<file path="config.mk">
export PLATFORM = sky130hd
export DESIGN_NAME = blake2_block_feeder
export DESIGN_NICKNAME = d
export VERILOG_FILES = /design/src/rtl/blake2_pkg.sv /design/src/rtl/blake2_byte_mask.sv /design/src/rtl/blake2_block_feeder.sv
export SDC_FILE = /design/constraint.sdc
export NUM_CORES = 2
export LEC_CHECK = 0
export ABC_CLOCK_PERIOD_IN_PS = 7200
export CORE_AREA = 2 2 483 485
export CTS_BUF_LIST = sky130_fd_sc_hd__clkbuf_8
export DETAILED_ROUTE_END_ITERATION = 10
export DIE_AREA = 0 0 485 487
export GPL_ROUTABILITY_DRIVEN = 0
export PLACE_DENSITY = 0.47
export RECOVER_POWER = 25
export SYNTH_ARGS = -nofsm -noshare
export SYNTH_HDL_FRONTEND = slang
export SYNTH_SLANG_ARGS = --single-unit
</file>
<file path="constraint.sdc">
create_clock -name clk -period 7.2 [get_ports clk]
set_input_delay 1.08 -clock clk [delete_from_list [all_inputs] [get_ports clk]]
set_output_delay 1.08 -clock clk [all_outputs]
set_load 0.005 [all_outputs]
</file>
<file path="src/rtl/blake2_pkg.sv">
// Shared constants and FSM encoding for the blake2 block feeder.
package blake2_pkg;

  localparam int unsigned W_DEFAULT   = 64;
  localparam int unsigned BLK_WORDS   = 16;
  localparam int unsigned BPW_DEFAULT = W_DEFAULT / 8;

  typedef enum logic {
    FILL = 1'b0,
    SEND = 1'b1
  } state_t;

endpackage

</file>
<file path="src/rtl/blake2_byte_mask.sv">
// Zeroes every byte of a word at or above the given byte count (little-endian).
module blake2_byte_mask
  import blake2_pkg::*;
#(
  parameter  int unsigned W    = W_DEFAULT,
  localparam int unsigned BPW  = W / 8,
  localparam int unsigned BC_W = $clog2(BPW) + 1
) (
  input  logic [W-1:0]    data,
  input  logic [BC_W-1:0] bytes,
  output logic [W-1:0]    masked
);

  always_comb begin
    masked = '0;
    for (int unsigned k = 0; k < BPW; k++) begin
      if (BC_W'(k) < bytes) masked[8*k +: 8] = data[8*k +: 8];
    end
  end

endmodule

</file>
<file path="src/rtl/blake2_block_feeder.sv">
// Packs a W-bit word stream into zero-padded 16-word blake2 blocks and tracks
// the running byte offset t and final flag f for the compression core.
module blake2_block_feeder
  import blake2_pkg::*;
#(
  parameter  int unsigned W    = W_DEFAULT,
  localparam int unsigned BPW  = W / 8,
  localparam int unsigned BC_W = $clog2(BPW) + 1
) (
  input  logic                   clk,
  input  logic                   reset,
  input  logic                   in_valid_i,
  output logic                   in_ready_o,
  input  logic [W-1:0]           in_data_i,
  input  logic                   in_last_i,
  input  logic [BC_W-1:0]        in_bytes_i,
  output logic                   blk_valid_o,
  input  logic                   blk_ready_i,
  output logic [BLK_WORDS*W-1:0] blk_data_o,
  output logic [2*W-1:0]         blk_t_o,
  output logic                   blk_final_o,
  output logic                   err_o
);

  localparam int unsigned T_W   = 2 * W;
  localparam int unsigned IDX_W = $clog2(BLK_WORDS);

  state_t                       state_q, state_d;
  logic [IDX_W-1:0]             idx_q;
  logic [T_W-1:0]               t_q;
  logic [BLK_WORDS-1:0][W-1:0]  blk_q;
  logic                         final_q;
  logic                         err_q;

  logic                         accept;
  logic                         xfer;
  logic                         block_done;
  logic                         bytes_over;
  logic                         empty_bad;
  logic [BC_W-1:0]              bytes_eff;
  logic [W-1:0]                 word_masked;

  assign accept     = in_valid_i & (state_q == FILL);
  assign xfer       = blk_ready_i & (state_q == SEND);
  assign block_done = accept & (in_last_i | (idx_q == IDX_W'(BLK_WORDS - 1)));
  assign bytes_over = in_last_i & (in_bytes_i > BC_W'(BPW));
  // A zero-byte last word only makes sense as the whole (empty) message.
  assign empty_bad  = in_last_i & (in_bytes_i == '0) & (idx_q == '0) & (t_q != '0);

  always_comb begin
    bytes_eff = BC_W'(BPW);
    if (in_last_i && !bytes_over) bytes_eff = in_bytes_i;
  end

  blake2_byte_mask #(.W(W)) u_mask (
    .data   (in_data_i),
    .bytes  (bytes_eff),
    .masked (word_masked)
  );

  // FSM state register
  always_ff @(posedge clk) begin
    if (reset) state_q <= FILL;
    else       state_q <= state_d;
  end

  // FSM next state
  always_comb begin
    state_d = state_q;
    case (state_q)
      FILL:    if (block_done) state_d = SEND;
      SEND:    if (xfer)       state_d = FILL;
      default: state_d = FILL;
    endcase
  end

  // FSM outputs
  always_comb begin
    in_ready_o  = 1'b0;
    blk_valid_o = 1'b0;
    case (state_q)
      FILL:    in_ready_o  = 1'b1;
      SEND:    blk_valid_o = 1'b1;
      default: in_ready_o  = 1'b0;
    endcase
  end

  // Block buffer, word index, byte offset and flags
  always_ff @(posedge clk) begin
    if (reset) begin
      idx_q   <= '0;
      t_q     <= '0;
      blk_q   <= '0;
      final_q <= 1'b0;
      err_q   <= 1'b0;
    end else begin
      err_q <= accept & (bytes_over | empty_bad);
      if (accept) begin
        blk_q[idx_q] <= word_masked;
        t_q          <= t_q + T_W'(bytes_eff);
        idx_q        <= IDX_W'(idx_q + IDX_W'(1));
        if (block_done) final_q <= in_last_i;
      end
      if (xfer) begin
        idx_q   <= '0;
        blk_q   <= '0;
        final_q <= 1'b0;
        if (final_q) t_q <= '0;
      end
    end
  end

  assign blk_data_o  = blk_q;
  assign blk_t_o     = t_q;
  assign blk_final_o = final_q;
  assign err_o       = err_q;

endmodule

</file>
# Word level (Yosys, flattened, before mapping)
# Cells that the tools add are included.
# W data, S select, Z words.
dict set report word_totals {
  reg_bits 1159
  out_inout_bits 1156
  wordCells 74
}
dict set report op_classes {
  add_sub_neg 2
  n_lt_le_gt_ge 11
  eq_ne 1
  muxes 20
  bitwise 11
  reduce_logical 8
}
# cell count
set op_table {}
lappend op_table {{$bwmux W1024} 1}
lappend op_table {{$mux W128} 3}
lappend op_table {{$demux W64 S4} 1}
lappend op_table {{$add A128 B4 Y128} 1}
lappend op_table {{$reduce_bool A128 Y1} 1}
lappend op_table {{$mux W64} 1}
lappend op_table {{$mux W8} 8}
lappend op_table {{$lt A3 B4 Y1 const A} 4}
lappend op_table {{$and A1 B1 Y1} 8}
lappend op_table {{$logic_not A4 Y1} 2}
lappend op_table {{$lt A1 B4 Y1 const A} 2}
lappend op_table {{$lt A2 B4 Y1 const A} 2}
lappend op_table {{$lt A4 B5 Y1 const B} 1}
lappend op_table {{$add A4 B1 Y4 const B} 1}
lappend op_table {{$eq A4 B4 Y1 const B} 1}
lappend op_table {{$ge A4 B1 Y1 const B} 1}
lappend op_table {{$gt A4 B4 Y1 const B} 1}
lappend op_table {{$mux W1} 4}
lappend op_table {{$mux W4} 1}
lappend op_table {{$logic_and A1 B1 Y1} 2}
lappend op_table {{$or A1 B1 Y1} 2}
lappend op_table {{$pmux W1 S2} 1}
lappend op_table {{$reduce_and A2 Y1} 1}
lappend op_table {{$reduce_or A2 Y1} 1}
lappend op_table {{other kinds (2)} 2}

# Longest topological paths before layout
dict set report depth {
  word_depth 9
  ltp_mapped 14
}

# Cells and area by module
# A second synthesis with hierarchy kept.
dict set report unflattened {
  hier_cells 5584
  hier_area_um2 43063.8
}
# module instances cells_each area_each_um2
set modules_own_cells {}
lappend modules_own_cells {blake2_block_feeder 1 5511 42548.3}
lappend modules_own_cells {blake2_byte_mask 1 73 515.5}

# Worst setup path before layout
# No wires, ideal clock.
dict set report synth_timing {
  path_kind {input to register}
  start {in in_last_i}
  end {reg t_q[111], in the netlist blk_t_o[111]}
  arrival_ns 3.829
  slack_ns 3.300
  path_stages 13
  path_buffers 3
  path_cell_list {nor2b_1 clkbuf_1 inv_1 clkbuf_1 nor2_1 ha_1 o22a_1 a311o_1 o2111ai_2 or4_1 clkbuf_1 or4b_1 a21oi_1}
}
dict set report synth_via {
  elab_chain_cells 8
}
# item line
set synth_lines {}
lappend synth_lines {{start, declared} blake2_block_feeder.sv:15} ;# input logic in_last_i,
lappend synth_lines {{$and A1 B1 Y1} blake2_block_feeder.sv:46} ;# assign bytes_over = in_last_i & (in_bytes_i > BC_W'(BPW));
lappend synth_lines {{$logic_not A1 Y1} blake2_block_feeder.sv:52} ;# if (in_last_i && !bytes_over) bytes_eff = in_bytes_i;
lappend synth_lines {{$logic_and A1 B1 Y1 *} blake2_block_feeder.sv:52}
lappend synth_lines {{$mux W4 *} blake2_block_feeder.sv:52}
lappend synth_lines {{$add A128 B4 Y128 *} blake2_block_feeder.sv:100} ;# t_q <= t_q + T_W'(bytes_eff);
lappend synth_lines {{$mux W128 *} blake2_block_feeder.sv:98} ;# if (accept) begin
lappend synth_lines {{$mux W128} blake2_block_feeder.sv:108} ;# if (final_q) t_q <= '0;
lappend synth_lines {{$mux W128 *} blake2_block_feeder.sv:104} ;# if (xfer) begin
lappend synth_lines {{end signal, assigned} blake2_block_feeder.sv:100}
lappend synth_lines {{end, declared} blake2_block_feeder.sv:30} ;# logic [T_W-1:0] t_q;
# Every way passes the cells marked *; elsewhere a longest branch is shown, timed or not.
# A chain may end at the register's enable or synchronous reset.

# Final worst setup path
dict set report layout_timing {
  start {in in_valid_i}
  end {reg blk_q (netlist bit blk_data_o[630])}
}
dict set report layout_via {
  elab_chain_cells 1
}
# item line
set layout_lines {}
lappend layout_lines {{start, declared} blake2_block_feeder.sv:12} ;# input logic in_valid_i,
lappend layout_lines {{$and A1 B1 Y1} blake2_block_feeder.sv:43} ;# assign accept = in_valid_i & (state_q == FILL);
lappend layout_lines {{end signal, assigned by index} blake2_block_feeder.sv:99} ;# blk_q[idx_q] <= word_masked;
lappend layout_lines {{end, declared} blake2_block_feeder.sv:31} ;# logic [BLK_WORDS-1:0][W-1:0] blk_q;
# No other way between the ends.

==> impl_metrics.ini <==
[cells_and_area]
drive_above_1_share = 0.0682
nets = 6740
finish.utilization = 0.271
fin_area_mm2 = 0.0627
fin_cells = 9869
syn2layout_area_growth_pct = 46.1

[cts]
cts_resized = 0
path_clk_slew_ns = 0.06
htree_levels = 4
cts.sinks = 1159
post_cts_buffers = 0
cts-root-buf = clkbuf_8
cts_buffers = 212
insertion_delay_ns = 0.99
clock_path_buffers = 3
cts_tree = built
cts_hold_buf = 0

[synth]
netlist_instances = 5595
synth_warnings = 0
synth_flop_cell = dfxtp_1
postSynthAreaPerCell_um2 = 7.67
ys_types = 56
synth-async-reset-ratio = 0
synth_edf_count = 0
synth_area_mm2 = 0.0429
syn_nets = 5675
yosysSeqAreaShare = 0.540
ys_seq_elements = 1159

[sta]
final-max-slew-violation-count = 529
finalCritPeriodShare = 0.778
hold_viol = 0
maxClockFrequency_ghz = 0.179
setup_tns_ns = 0
tightest_slew_ns = 2.87
period_needed_ns = 5.60
worst_slack_ns = 1.60
rsz0062_at_grt = false
clock_skew_ns = 0.0797
slew_headroom = -0.916
finalSetupViolCount = 0
hold_slack_ns = 0.449

[global_routing]
gr-total-overflow = 0
track_usage = 0.193
grt_max_degree = 213
first_global_vias = 41400
grt_pass1_wl_um = 328000
antenna_found_initial = 21

[floorplanning]
core_area_mm2 = 0.231
rows = 177
dieArea_mm2 = 0.236
fp.dieH_um = 487
start_util = 0.186
die_w_um = 485
ios = 1229

[placed_design]
place.port_buffers = 1228
place_inst = 9489
dp_hpwl_um = 167000
dp_slack_ns = 1.71
placed_area_mm2 = 0.0585

[route]
final_antenna_net_count = 0
drc_errors = 0
firstDrtPassIters = 6
wl_per_cell_um = 24.2
via_per_inst = 4.41
met1_length_um = 95800
routed.top_layer = met5
vias = 43500
drtIter0Drc = 3246
dr_wl_met3_um = 23100
dr_wl_met2_um = 109000
finalWirelength_um = 239000

[critical_path]
critPathCaptureType = flip-flop
crit_arrival_ns = 6.36
path_class = in -> reg
crit_fanout = 57
critPathRequiredTime_ns = 7.96
worstSetupStartpointType = input pin

[power]
total_power_mw = 13.9
ir_drop_mv = 0.148
power_per_cell_area_mw_per_mm2 = 222
p_leak_nw = 21.9

[job]
maxCapViolCount = 12

[status]
violations = capacitance limit, slew limit
status = complete, but fails checks

[hold_path]
min_path_type = reg -> reg
==> layout make-up <==
class	count	area [µm²]
Sequential cell	1159	23200
Multi-Input combinational cell	3922	18100
Antenna cell	10	25.0
Inverter	28	105
Tap cell	3043	3810
Fill cell	24800	169000
Clock buffer	264	3630
Timing Repair Buffer	1337	13100
Clock inverter	106	731
==> power breakdown <==
part           total, mW  switching, mW  internal (mW)
clock               6.58           3.06           3.53
combinational      0.865          0.658          0.206
sequential          6.50         0.0309           6.47
total               13.9           3.75           10.2
==> final timing paths <==
path / end / slack, ns / start / cells after the start
min reg2reg: blk_data_o[978]$_SDFFE_PP0P_ / 0.45 / blk_data_o[978]$_SDFFE_PP0P_ / 2
max: blk_data_o[630]$_SDFFE_PP0P_ / 1.60 / in_valid_i / 7
min: blk_data_o[978]$_SDFFE_PP0P_ / 0.45 / blk_data_o[978]$_SDFFE_PP0P_ / 2
max reg2reg: blk_data_o[630]$_SDFFE_PP0P_ / 1.81 / state_q$_SDFF_PP0_ / 6
==> cell usage after synthesis, types with 28 or more instances <==
cell	n	area [µm²]
dfxtp_1	1159	23200
nor4_1	95	594
buf_1	35	131
inv_1	28	105
nand3_1	71	355
nor3_1	42	210
clkbuf_1	451	1690
nor2_1	659	2470
nand4_1	67	419
and2_1	32	200
a21oi_1	1059	5300
xnor2_1	85	744
nand2_1	1632	6130
==> state kept, by name, summed over array words and instances, names as in the netlist <==
register	cells
idx_q	4
err_o	1
blk_data_o	1024
state_q	1
blk_t_o	128
blk_final_o	1
==> critical path: stages <==
cell and delay (ns):
dlygate4sd3_1 0.57, nor2b_1 1.63, clkbuf_1 0.64, nand3_1 1.20, buf_4 0.70, a21oi_1 0.30
nor2_1 0.05
==> logic make-up (layout without fill, tap and decap cells) <==
family	Yosys count	in the layout	share of synthesized area
other	0	10	0
adders and majority gates	7	7	0.00204
and+or+nand+nor	2700	2700	0.260
xor gates and xnor gates	98	98	0.0200
buffers and inverters	514	1735	0.0449
DFF	1159	1159	0.540
AOI/OAI and AO/OA	1117	1117	0.133
==> layer usage <==
| metal | GRT usage | vias to the layer above |
|---|---|---|
| li1 | - | 20400 |
| met5 | 0 | - |
| met1 | 0.228 | 20600 |
| met4 | 0.0904 | 10 |
| met2 | 0.312 | 2015 |
| met3 | 0.0681 | 419 |
==> cell usage in the layout, fill, tap and decap left out, drive strengths merged, types with 13 or more instances in the layout <==
cell type and count:
o21ai 21, xor2 13, clkbuf 281, nor2 659, and2 45, clkdlybuf4s50 831
nand4 69, inv 115, nand3 71, nand2 1632, nor4 99, a21oi 1059
xnor2 85, nor3 44, or4 13, buf 92, dlygate4sd3 397, dfxtp 1159
or3 19
No activity file was read; power rests on OpenSTA's default activity.
